==> config.mk <==
export PLATFORM = sky130hd
export DESIGN_NAME = fetch_queue_unit
export DESIGN_NICKNAME = d
export VERILOG_FILES = /design/src/rtl/fetch_queue_unit.sv
export SDC_FILE = /design/constraint.sdc
export NUM_CORES = 1
export LEC_CHECK = 0
export CORE_MARGIN = 5
export CORE_UTILIZATION = 50
export DETAILED_ROUTE_END_ITERATION = 8
export HOLD_SLACK_MARGIN = 0.02
export PLACE_DENSITY = 0.87
export SLEW_MARGIN = 20
export SYNTH_ARGS = -nofsm -noshare
export SYNTH_HDL_FRONTEND = slang
export SYNTH_SLANG_ARGS = --single-unit
==> constraint.sdc <==
create_clock -name clk -period 5.8 [get_ports clk]
set_input_delay 0.87 -clock clk [delete_from_list [all_inputs] [get_ports clk]]
set_output_delay 0.87 -clock clk [all_outputs]
set_load 0.1 [all_outputs]
==> src/rtl/fetch_queue_unit.sv <==
// rtl/fetch_queue_unit.sv - fetch PC owner, instruction-memory requester and F/D feed buffer
module fetch_queue_unit #(
  parameter logic [31:0] RESET_PC = 32'h0000_3000,
  parameter int          DEPTH    = 2
) (
  input  logic        clk,
  input  logic        reset,
  output logic        imem_req,
  output logic [31:0] imem_addr,
  input  logic        imem_ready,
  input  logic [31:0] imem_rdata,
  input  logic        redirect,
  input  logic [31:0] redirect_pc,
  input  logic        en_D,
  output logic [31:0] InstrF,
  output logic [31:0] PCplus4F,
  output logic        validF
);

  localparam int PW = (DEPTH > 1) ? $clog2(DEPTH) : 1;
  localparam int CW = PW + 1;
  localparam logic [CW-1:0] FULL = CW'(DEPTH);

  logic [31:0]   fetch_pc;
  logic [PW-1:0] rd_ptr;
  logic [PW-1:0] wr_ptr;
  logic [CW-1:0] count;
  logic [31:0]   buf_instr [DEPTH];
  logic [31:0]   buf_pc4   [DEPTH];

  logic push;
  logic pop;

  // Request is held with a stable address until the memory answers;
  // while waiting the buffer can only drain, so req never drops mid-request.
  assign imem_req  = !reset && (count < FULL);
  assign imem_addr = fetch_pc;

  // Redirect discards both the returning word and the consumer handshake.
  assign push = imem_req && imem_ready && !redirect;
  assign pop  = validF && en_D && !redirect;

  // Head entry is presented directly; an empty buffer shows a nop bubble.
  always_comb begin
    validF   = (count != '0);
    InstrF   = 32'h0;
    PCplus4F = 32'h0;
    if (validF) begin
      InstrF   = buf_instr[rd_ptr];
      PCplus4F = buf_pc4[rd_ptr];
    end
  end

  // Control state: reset beats redirect, redirect beats push/pop.
  always_ff @(posedge clk) begin
    if (reset) begin
      fetch_pc <= RESET_PC;
      rd_ptr   <= '0;
      wr_ptr   <= '0;
      count    <= '0;
    end else if (redirect) begin
      fetch_pc <= {redirect_pc[31:2], 2'b00};
      rd_ptr   <= '0;
      wr_ptr   <= '0;
      count    <= '0;
    end else begin
      if (push) begin
        fetch_pc <= fetch_pc + 32'd4;
        wr_ptr   <= wr_ptr + PW'(1);
      end
      if (pop) begin
        rd_ptr <= rd_ptr + PW'(1);
      end
      case ({push, pop})
        2'b10:   count <= count + CW'(1);
        2'b01:   count <= count - CW'(1);
        default: count <= count;
      endcase
    end
  end

  // Buffer storage needs no reset; validity is tracked by count alone.
  always_ff @(posedge clk) begin
    if (push && !reset) begin
      buf_instr[wr_ptr] <= imem_rdata;
      buf_pc4[wr_ptr]   <= fetch_pc + 32'd4;
    end
  end

endmodule

==> results.yml <==
floorplanning:
  start_util: 0.512
  row_count: 43
  core_area_um2: 14000
  die_h_um: 130
  io_pins: 167
  die_w_um: 130
  die-area_um2: 16800
clock_tree:
  cts_resized: 0
  h-tree-depth: 4
  post_cts_buffers: 0
  cts_tree: "done"
  cts_buffers: 17
  cts-root-buf: "clkbuf_16"
  numClockSinks: 159
  cts_buffer_depth: 2
  clk_pin_slew_ns: 0.06
  ctsHoldBuffers: 0
  clock_latency_ns: 0.42
placement:
  dp_cells: 894
  hpwl_mm: 11.6
  port_buffers: 160
  place_congestion: 0.854
  post-place-ws_ns: 1.87
sta:
  rsz0062_at_grt: "false"
  clock-skew-final_ns: 0.00648
  finalSetupViolCount: 0
  finalCritPeriodShare: 0.683
  max_slew_margin: 0.261
  worst_slew_pin_slew_ns: 1.11
  hold_violations: 0
  drv_slew: 0
  finalCriticalPeriod_ns: 3.96
  max_freq_mhz: 252
  layout_setup_ws_ns: 1.84
  setup_tns_ns: 0
global_routing:
  grt_max_degree: 63
  globalRouteTotalUtil: 0.206
  grt_overflow: 0
  antenna_found_initial: 0
  grt_pass1_vias: 5218
  grt_pass1_wl_mm: 27.0
hold_path:
  hold_path.class: "reg -> reg"
  hold_depth: 2
setup_path:
  path_delay_family: "buffers and inverters"
  crit_required_ns: 4.93
  ff2ff_path_depth: 3
  crit_path_max_fanout: 62
  path_cells: "mux2i_1 > nor2_1 > clkdlybuf4s50_1"
  arrival_ns: 3.09
  slowest_stage: "clkdlybuf4s50_1"
  end_kind: "output port"
  cp_num_cells: 3
  crit_type: "reg -> out"
  startpoint_type: "flop"
  path_buf_inv: 1
  cp_slowest_stage_delay_ns: 1.14
yosys:
  ys_seq_area_frac: 0.617
  syn_area_um2: 7170
  synthXorXnorAreaFrac: 0.0501
  synth.area.top_cells: "edfxtp_1 52%, dfxtp_1 9.8%, mux2i_1 8.7%"
  synth_cells: 591
  synth-edff-count: 124
  synth_top_family_by_area: "simple AND/OR/NAND/NOR gates"
  synth_compound_gate_area_share: 0.0541
  synth_ff_type: "edfxtp_1"
  yosysUniqueCellTypes: 48
  ys_async_sr_fraction: 0
  muxShareOfSynthArea: 0.0866
  synthSimpleGateAreaFrac: 0.151
  synth-seq-cells: 159
  ys_warn_count: 0
  yosys.area.top_type: "edfxtp_1"
  synth_top_area_share: 0.519
  postSynthAreaPerCell_um2: 12.1
  synthAdderAreaFrac: 0.00349
final_layout:
  drive_gt1_frac: 0.0643
  antenna_cells: 0
  fin_cells: 926
  syn_to_final_growth_pct: 33.2
  nNetsFinal: 804
drt:
  antenna_left: 0
  routed_via_density: 5.72
  vias: 5299
  drt_pre_antenna_iters: 8
  drc_errors: 0
  wl_per_cell_um: 18.7
  routed_wl_mm: 17.4
  drt_iter0_drc: 413
power_and_ir_drop:
  worst_ir_drop_vdd_mv: 0.184
  leakage_uw: 0.00311
  cellPowerDensity_nw_per_um2: 306
run_status:
  outcome: "finished clean"
job:
  maxCapViolations: 0
-- sequential cells by signal, indices dropped and copies added (netlist names), named ones only --
register,flops
count,2
wr_ptr,1
imem_addr,30
rd_ptr,1
buf_pc4,60
buf_instr,64
-- cells in the final DEF, fill, tap and decap left out, drive strengths merged, types with 3 or more instances in the layout --
cell type,n
nor3b,5
clkbuf,18
o31ai,4
buf,7
a21oi,4
and4,11
inv,17
dfxtp,35
clkinv,4
nor4,11
a311oi,10
a2111oi,5
nor2,91
xnor2,26
nand4,17
or4,4
xor2,15
a221oi,3
o21ai,5
and3,8
or3,6
bufinv,6
mux2i,62
clkdlybuf4s50,160
nor3,15
conb,4
nand3,14
nand2,24
a211oi,8
nand3b,3
edfxtp,124
-- synth_stat cells (all sizes together) (3+ instances only) --
cell / n
a221oi: 3
nand3: 14
nand2: 24
and4: 11
xor2: 15
a311oi: 10
o21ai: 5
inv: 15
edfxtp: 124
nor4: 11
nor3b: 5
clkbuf: 31
nor3: 15
xnor2: 26
nand3b: 3
a21oi: 4
and3: 8
a2111oi: 5
mux2i: 62
dfxtp: 35
nor2: 91
nand4: 17
buf: 16
a211oi: 8
or4: 4
o31ai: 4
or3: 6
-- worst min-delay path, delay by kind of cell, from the launching register on --
family / cells / cell delay [ns]
AOI/OAI and AO/OA: 1 / 0.08
and+or+nand+nor: 1 / 0.08
DFF: 1 / 0.36
-- layer usage --
metal	part of all wire	wire length [um]	up-vias	global-route usage
met5	0	0	-	0
met2	0.50	8700	247	0.346
li1	-	-	2461	-
met1	0.39	6840	2560	0.257
met3	0.086	1490	31	0.0520
met4	0.019	325	0	0.0813
-- final timing paths --
check / startpoint / endpoint / slack (ns)
worst max-delay path: flop / PCplus4F[14] / 1.84
worst min-delay path: imem_addr[3] / imem_addr[3] / 0.57
worst max register to register: count[1] / buf_instr[1][10] / 2.96
worst min register to register: imem_addr[3] / imem_addr[3] / 0.57
-- cell type report --
| class | count | area, um2 |
|---|---|---|
| Fill cell | 961 | 4440 |
| Multi-Input combinational cell | 373 | 2510 |
| Clock buffer | 18 | 439 |
| Tap cell | 180 | 225 |
| Inverter | 15 | 56.3 |
| Timing Repair Buffer | 167 | 1650 |
| Clock inverter | 14 | 236 |
| Sequential cell | 159 | 4430 |
-- per-stage QoR --
step / hold WS (ns) / utilization / power (uW) / instance area (um2)
CTS: 0.565 / 0.682 / 2950 / 9540
global placement: 0.531 / 0.634 / 1680 / 8870
floorplan: 0.520 / - / 1570 / 7180
detailed placement: 0.553 / 0.634 / 1690 / 8870
global route: 0.599 / 0.683 / 3010 / 9550
finish: 0.573 / 0.683 / 2930 / 9550
-- report_power, final --
| group | leakage [uW] | internal (uW) | switching [uW] |
|---|---|---|---|
| clock | 0.000327 | 819 | 442 |
| combinational | 0.00137 | 111 | 255 |
| sequential | 0.00142 | 1260 | 38.2 |
-- cell families (layout without fill, tap and decap cells) --
logic type / Yosys count / after routing
AND/OR/NAND/NOR: 214 / 214
adder cells (fa/ha/maj): 2 / 2
other: 1 / 4
AO/OA/AOI/OAI: 50 / 50
flip-flops: 159 / 159
buffers and inverters: 62 / 214
XOR/XNOR: 41 / 41
multiplexers: 62 / 62
Note: power is estimated with default switching activity, not from simulation.
